===== config.mk =====
export PLATFORM = sky130hd
export DESIGN_NAME = issue_scoreboard_queue
export DESIGN_NICKNAME = d
export VERILOG_FILES = /design/src/rtl/issue_scoreboard_queue.sv
export SDC_FILE = /design/constraint.sdc
export NUM_CORES = 1
export LEC_CHECK = 0
export ABC_AREA = 1
export ABC_CLOCK_PERIOD_IN_PS = 7600
export BUFFER_PORTS_ARGS = -buffer_cell sky130_fd_sc_hd__clkbuf_2
export CORE_MARGIN = 2
export CORE_UTILIZATION = 59
export CTS_BUF_LIST = sky130_fd_sc_hd__clkbuf_4 sky130_fd_sc_hd__clkbuf_8
export DETAILED_ROUTE_END_ITERATION = 8
export GPL_TIMING_DRIVEN = 0
export PLACE_DENSITY = 0.88
export SYNTH_ARGS = -nofsm -noshare
export SYNTH_HDL_FRONTEND = slang
export SYNTH_SLANG_ARGS = --single-unit

===== constraint.sdc =====
create_clock -name clock -period 7.6 [get_ports clock]
set_input_delay 1.52 -clock clock [delete_from_list [all_inputs] [get_ports clock]]
set_output_delay 1.52 -clock clock [all_outputs]
set_load 0.01 [all_outputs]

===== src/rtl/issue_scoreboard_queue.sv =====
// issue_scoreboard_queue: in-order issue FIFO whose head is gated by a per-register
// pending-write scoreboard retired through NWB writeback ports.
module issue_scoreboard_queue #(
    parameter int DEPTH = 4,
    parameter int NWB   = 2,
    parameter int CNT_W = 2
) (
    input  logic                           clock,
    input  logic                           reset,
    input  logic                           flush,
    input  logic                           in_valid,
    output logic                           in_ready,
    input  logic [31:0]                    in_pc,
    input  logic [31:0]                    in_inst,
    input  logic [4:0]                     in_rs1,
    input  logic [4:0]                     in_rs2,
    input  logic [4:0]                     in_rd,
    input  logic                           in_need_rs1,
    input  logic                           in_need_rs2,
    output logic                           out_valid,
    input  logic                           out_ready,
    output logic [31:0]                    out_pc,
    output logic [31:0]                    out_inst,
    output logic [4:0]                     out_rd,
    input  logic [NWB-1:0]                 wb_valid,
    input  logic [5*NWB-1:0]               wb_rd,
    output logic [$clog2(DEPTH+1)-1:0]     count,
    output logic                           stall_raw,
    output logic [31:0]                    busy_mask
);
    localparam int AW = (DEPTH > 1) ? $clog2(DEPTH) : 1;
    localparam int CW = $clog2(DEPTH + 1);
    localparam logic [CNT_W-1:0] MAXC = '1;

    logic [31:0]      r_pc   [DEPTH];
    logic [31:0]      r_inst [DEPTH];
    logic [4:0]       r_rs1  [DEPTH];
    logic [4:0]       r_rs2  [DEPTH];
    logic [4:0]       r_rd   [DEPTH];
    logic             r_n1   [DEPTH];
    logic             r_n2   [DEPTH];
    logic [AW-1:0]    r_head;
    logic [AW-1:0]    r_tail;
    logic [CW-1:0]    r_count;
    logic             r_up;
    logic [CNT_W-1:0] r_pend [32];
    logic [CNT_W-1:0] w_next [32];
    logic [31:0]      w_under;
    logic [4:0]       w_rs1;
    logic [4:0]       w_rs2;
    logic             w_has;
    logic             w_raw;
    logic             w_sat;
    logic             w_block;
    logic             w_enq;
    logic             w_deq;

    assign w_rs1     = r_rs1[r_head];
    assign w_rs2     = r_rs2[r_head];
    assign out_pc    = r_pc[r_head];
    assign out_inst  = r_inst[r_head];
    assign out_rd    = r_rd[r_head];
    assign count     = r_count;
    assign w_has     = r_count != '0;
    // hazards look only at registered counters, so a writeback wakes the head one cycle later
    assign w_raw     = (r_n1[r_head] && w_rs1 != 5'd0 && r_pend[w_rs1] != '0) ||
                       (r_n2[r_head] && w_rs2 != 5'd0 && r_pend[w_rs2] != '0);
    assign w_sat     = out_rd != 5'd0 && r_pend[out_rd] == MAXC;
    assign w_block   = w_raw || w_sat;
    assign in_ready  = r_up && !flush && (r_count < CW'(DEPTH));
    assign out_valid = w_has && !w_block && !flush;
    assign stall_raw = w_has && w_block && !flush;
    assign w_enq     = in_valid && in_ready;
    assign w_deq     = out_valid && out_ready;

    always_comb begin
        int t;
        t         = 0;
        w_under   = '0;
        busy_mask = '0;
        w_next    = '{default: '0};
        for (int r = 1; r < 32; r++) begin
            t = int'(r_pend[r]) + ((w_deq && out_rd == 5'(r)) ? 1 : 0);
            for (int k = 0; k < NWB; k++)
                t = t - ((wb_valid[k] && wb_rd[5*k +: 5] == 5'(r)) ? 1 : 0);
            w_under[r]   = t < 0;
            w_next[r]    = (t < 0) ? '0 : CNT_W'(t);
            busy_mask[r] = r_pend[r] != '0;
        end
    end

    always_ff @(posedge clock or negedge reset) begin
        if (!reset) begin
            r_head  <= '0;
            r_tail  <= '0;
            r_count <= '0;
            r_up    <= 1'b0;
            for (int i = 0; i < DEPTH; i++) begin
                r_pc[i]   <= '0;
                r_inst[i] <= '0;
                r_rs1[i]  <= '0;
                r_rs2[i]  <= '0;
                r_rd[i]   <= '0;
                r_n1[i]   <= 1'b0;
                r_n2[i]   <= 1'b0;
            end
            for (int r = 0; r < 32; r++)
                r_pend[r] <= '0;
        end else begin
            r_up <= 1'b1;
            // counters survive a flush: discarded entries never issued, issued ones still write back
            for (int r = 0; r < 32; r++)
                r_pend[r] <= w_next[r];
            if (flush) begin
                r_head  <= '0;
                r_tail  <= '0;
                r_count <= '0;
            end else begin
                if (w_enq) begin
                    r_pc[r_tail]   <= in_pc;
                    r_inst[r_tail] <= in_inst;
                    r_rs1[r_tail]  <= in_rs1;
                    r_rs2[r_tail]  <= in_rs2;
                    r_rd[r_tail]   <= in_rd;
                    r_n1[r_tail]   <= in_need_rs1;
                    r_n2[r_tail]   <= in_need_rs2;
                    r_tail         <= r_tail + 1'b1;
                end
                if (w_deq)
                    r_head <= r_head + 1'b1;
                r_count <= r_count + CW'(w_enq) - CW'(w_deq);
            end
        end
    end

`ifndef SYNTHESIS
    always_ff @(posedge clock) begin
        if (reset)
            assert (w_under == '0);
    end
`endif
endmodule

; ---- Word level (Yosys, flattened, before mapping)
; Index checks and enable logic that the tools add are counted.
[word_totals]
elab_cells = 621
ff_bits = 394
[classes]
mux = 172
n_reduce_logical = 151
n_eq_ne = 94
add_sub_neg = 97
bitwise_logic = 6
order_cmp = 38
[op_table]
columns = operator, n
row1 = bitwise mux 128 bit, 2
row2 = "== test 5 bit, second input constant", 48
row3 = two-way mux 32 bit, 5
row4 = "less-than comparator 5 x 1 -> 1 bit, second input constant", 31
row5 = subtractor 4 x 2 -> 5 bit, 31
row6 = binary-select mux 32 bit (select 2 bit), 2
row7 = subtractor 3 x 1 -> 4 bit, 31
row8 = "== test 5 x 4 -> 1 bit, second input constant", 24
row9 = logical AND 1 bit, 107
row10 = two-way mux 1 bit, 98
row11 = adder 2 x 1 -> 3 bit, 31
row12 = two-way mux 2 bit, 41
row13 = nonzero test 2 bit, 35
row14 = demux 32 bit (select 2 bit), 1
row15 = bitwise mux 20 bit, 3
row16 = "== test 5 x 3 -> 1 bit, second input constant", 12
row17 = two-way mux 5 bit, 7
row18 = binary-select mux 2 bit (select 5 bit), 3
row19 = binary-select mux 5 bit (select 2 bit), 3
row20 = "== test 5 x 2 -> 1 bit, second input constant", 6
row21 = ">= comparator 6 bit, second input constant", 3
row22 = inverter 5 -> 6 bit, 3
row23 = "== test 5 x 1 -> 1 bit, second input constant", 3
row24 = nonzero test 5 bit, 3
row25 = other kinds (18), 25

; ---- Depth between registers and ports, before layout
[logic_depth]
depth_word = 23
ltp_mapped = 30
depth_no_buf = 27

; ---- Worst setup path before layout
; No wires, ideal clock.
[synth_timing]
path_kind = input to register
from = input flush
to = register r_pend[6] (netlist name)
setup_ps = 72
cell_stages = 15
setup_slack_ps = 3820
arrival_time_ps = 3708
n_path_buf = 0
cell_sequence = inv_1 > o21ai_0 > inv_1 > nand4_2 > nor2_4 > nand4_1 > ha_1 > inv_1 > ha_1 > fa_1 > inv_1 > ha_1 > nand3_1 > o21ai_0 > nor2_1
[synth_lines]
columns = element, line
row1 = start: declaration, 10  ; input logic flush,
row2 = end signal: indexed assignment, 113  ; r_pend[r] <= w_next[r];
row3 = end: declaration, 46  ; logic [CNT_W-1:0] r_pend [32];

; ---- Worst setup path after layout
[layout_timing]
from = register r_head[0]
to = output out_inst[29]
[layout_via]
elab_chain_len = 4
[layout_rtl]
columns = element, line
row1 = start: declaration, 42  ; logic [AW-1:0] r_head;
row2 = start signal: assignment, 130  ; r_head <= r_head + 1'b1;
row3 = inverter 2 -> 3 bit (implied by the code), 61  ; assign out_inst = r_inst[r_head];
row4 = binary-select mux 32 bit (select 2 bit), 61
row5 = two-way mux 32 bit (implied by the code) (2 in a row), 61
row6 = end: declaration, 23  ; output logic [31:0] out_inst,
; No other way between the ends. The select of a mux whose other input is x is not followed.

==> results.py <==
metrics = {
    "yosys": {
        "yosys_warnings": 0,
        "synth.area.top_cells": "dfrtp_1 42%, mux2_2 15%, ha_1 8.6%, nand2_1 6.9%, nor2_1 5.1%",
        "synth_seq_cells": 394,
        "synth.avg_cell_area_sq_um": 9.14,
        "ys_seq_area_frac": 0.421,
        "ys_types": 38,
        "synthCells": 2562,
        "synth_top_area_cell": "dfrtp_1",
        "synth_top_area_frac": 0.421,
        "synth_nets": 2853,
        "mappedNetlistArea_sq_um": 23400,
    },
    "flow_run": {
        "maxCapViolCount": 0,
    },
    "worst_hold_path": {
        "holdPathStages": 1,
        "hold_path_class": "reg -> reg",
    },
    "die": {
        "fp.dieH_microns": 203,
        "die_w_microns": 203,
        "design.core.area_sq_um": 38900,
        "dieArea_sq_um": 41300,
        "ios": 205,
        "start_util": 0.602,
        "num_rows": 72,
    },
    "critical_path": {
        "rrSetupSlack_ns": 2.82,
        "crit_buf_inv": 7,
        "crit_path_top_delay_cell": "clkbuf_1",
        "crit_end": "out_inst[29]",
        "cp-start-kind": "flip-flop",
        "crit_type": "reg -> out",
        "path_depth": 9,
        "max_stage_delay_ns": 0.54,
        "crit_path_end_kind": "primary output",
        "crit_path_start": "r_head[0]",
        "crit_path_cell_trace": "buf_6, buf_8, buf_6, buf_2, clkbuf_1, clkbuf_1, o21ai_0, o22ai_1, clkbuf_2",
        "cp.required_ns": 6.08,
        "r2r-end": "r_pend[58]",
        "arrival_ns": 3.64,
        "reg2reg_from": "r_head[1]",
        "path_max_fanout": 10,
        "critPathTopFamily": "buffers and inverters",
        "reg2regPathDepth": 27,
    },
    "clocking": {
        "cts_setup_buffers": 0,
        "holdBufCountCts": 0,
        "cts_tree": "built",
        "htreeDepth": 3,
        "root_buffer": "clkbuf_8",
        "numCtsBuffers": 68,
        "cts_resized": 0,
        "worstSkewPairLatency_ns": 0.64,
        "clock-sinks": 394,
        "cts.clk_slew.worst_paths_ns": 0.06,
        "cts_max_path_buffers": 3,
    },
    "run_status": {
        "outcome": "complete, no violations",
    },
    "cells_and_area": {
        "synthToLayoutAreaGrowth_pct": 13.9,
        "layout-drive-gt1-share": 0.267,
        "mostFrequentLayoutCells": "428 x nand2_1, 394 x dfrtp_1, 318 x nor2_1",
        "multi_input_area_sq_um": 11900,
        "fillers": 2811,
        "fin_nets": 3130,
        "regArea_sq_um": 9860,
        "fin_cells": 3410,
        "final_common_cell": "nand2_1",
    },
    "sta": {
        "max_freq_ghz": 0.194,
        "fin_ws_ns": 2.44,
        "final-max-slew-violation-count": 0,
        "clock-skew-final_ns": 0.0305,
        "period_share": 0.680,
        "whs_ns": 0.500,
        "tightest_slew_ns": 0.929,
        "period_needed_ns": 5.16,
        "rsz0062_at_grt": "false",
        "slew_headroom": 0.378,
        "setup_tns_ns": 0,
        "hold_viol_final": 0,
        "finalSetupViolCount": 0,
    },
    "route": {
        "firstDrtPassIters": 6,
        "drc": 0,
        "antenna_left": 0,
        "vias_per_cell": 5.96,
        "routedWlPerCell_microns": 21.7,
        "drtIter0Drc": 1780,
        "routed-via-count": 20335,
        "drt_wl_total_microns": 74200,
    },
    "global_routing": {
        "grt_pass1_wl_microns": 115000,
        "grtUsageMet1": 0.426,
        "grt_pass1_vias": 21109,
        "grtUsageTotal": 0.361,
        "antenna_found_initial": 7,
        "gr-max-usage-layer": "met2",
        "met3_usage": 0.0796,
        "grt_overflow": 0,
        "grt_max_degree": 105,
        "grtUsageMet2": 0.617,
    },
    "placement": {
        "port_buffers": 203,
        "dp_hpwl_microns": 51600,
        "pre_cts_ws_ns": 2.93,
        "placedCellCount": 3287,
        "place.gp.congestion": 1.05,
    },
    "power": {
        "leakagePower_nw": 13.9,
        "powerDensity_nw_per_um2": 365,
        "peakVddDrop_v": 0.000283,
    },
}
[synthesized netlist by cell type, drive strengths merged]
cell type and instances:
nor3 1, clkinv 1, a21oi 15, fa 32
inv 280, nand4 9, nor2 328, o21ai 209
a32oi 1, nand3b 2, conb 2, dfrtp 394
xor2 1, buf 54, o211ai 2, o22ai 64
or2 39, clkbuf 60, ha 161, mux2 311
nand3 151, nand2 445
[area by class of cell]
type,count,area share
tap,518,0.0243
buffer,114,0.0225
clock buffer,111,0.0521
sequential,394,0.370
timing repair buffer,207,0.0425
multi-input combinational,1773,0.446
antenna,4,0.000375
clock inverter,8,0.00277
inverter,281,0.0398
[power breakdown]
| group | switching, mW | total (mW) | internal (mW) |
|---|---|---|---|
| Sequential | 0.501 | 3.29 | 2.79 |
| Clock | 0.939 | 2.10 | 1.16 |
| Combinational | 2.75 | 4.36 | 1.61 |
| Total | 4.19 | 9.75 | 5.56 |
[per-stage QoR]
step	power, mW	area (sq um)	utilization
2_1_floorplan	5.93	23400	-
3_3_place_gp	7.23	25100	0.645
3_5_place_dp	7.47	25200	0.648
4_1_cts	9.63	26700	0.685
5_1_grt	10.3	26700	0.685
6_report	9.75	26700	0.686
[routing by layer]
layer | share of wire | vias to the layer above
li1 | - | 8948
met1 | 0.36 | 9907
met2 | 0.49 | 1180
met3 | 0.093 | 294
met4 | 0.054 | 6
met5 | 0.00057 | -
[worst min-delay path by stage]
stage	start	endpoint	slack [ns]
detailed placement	r_pc[71]	r_pc[71]	0.49
CTS	r_pc[71]	r_pc[71]	0.50
finish	r_pc[95]	r_pc[95]	0.50
floorplan	r_n1[0]	r_n1[0]	0.48
global route	r_pc[66]	r_pc[66]	0.51
global placement	r_inst[84]	r_inst[84]	0.48
[sequential cells by signal, summed over array words and instances, names as in the netlist]
register and cells:
count 3, r_up 1, r_tail 2, r_n1 4, r_rd 20, r_rs2 20
r_pc 128, r_pend 62, r_n2 4, r_inst 128, r_head 2, r_rs1 20
[kinds of logic after synthesis]
| logic type | after synthesis | synth area share |
|---|---|---|
| XOR/XNOR | 1 | 0.000374 |
| other | 2 | 0.000321 |
| adder cells (fa/ha/maj) | 193 | 0.113 |
| AO/OA/AOI/OAI | 291 | 0.0668 |
| flip-flops | 394 | 0.421 |
| buffers and inverters | 395 | 0.0709 |
| AND/OR/NAND/NOR | 975 | 0.178 |
| multiplexers | 311 | 0.150 |
Note: power is estimated with default switching activity, not from simulation.
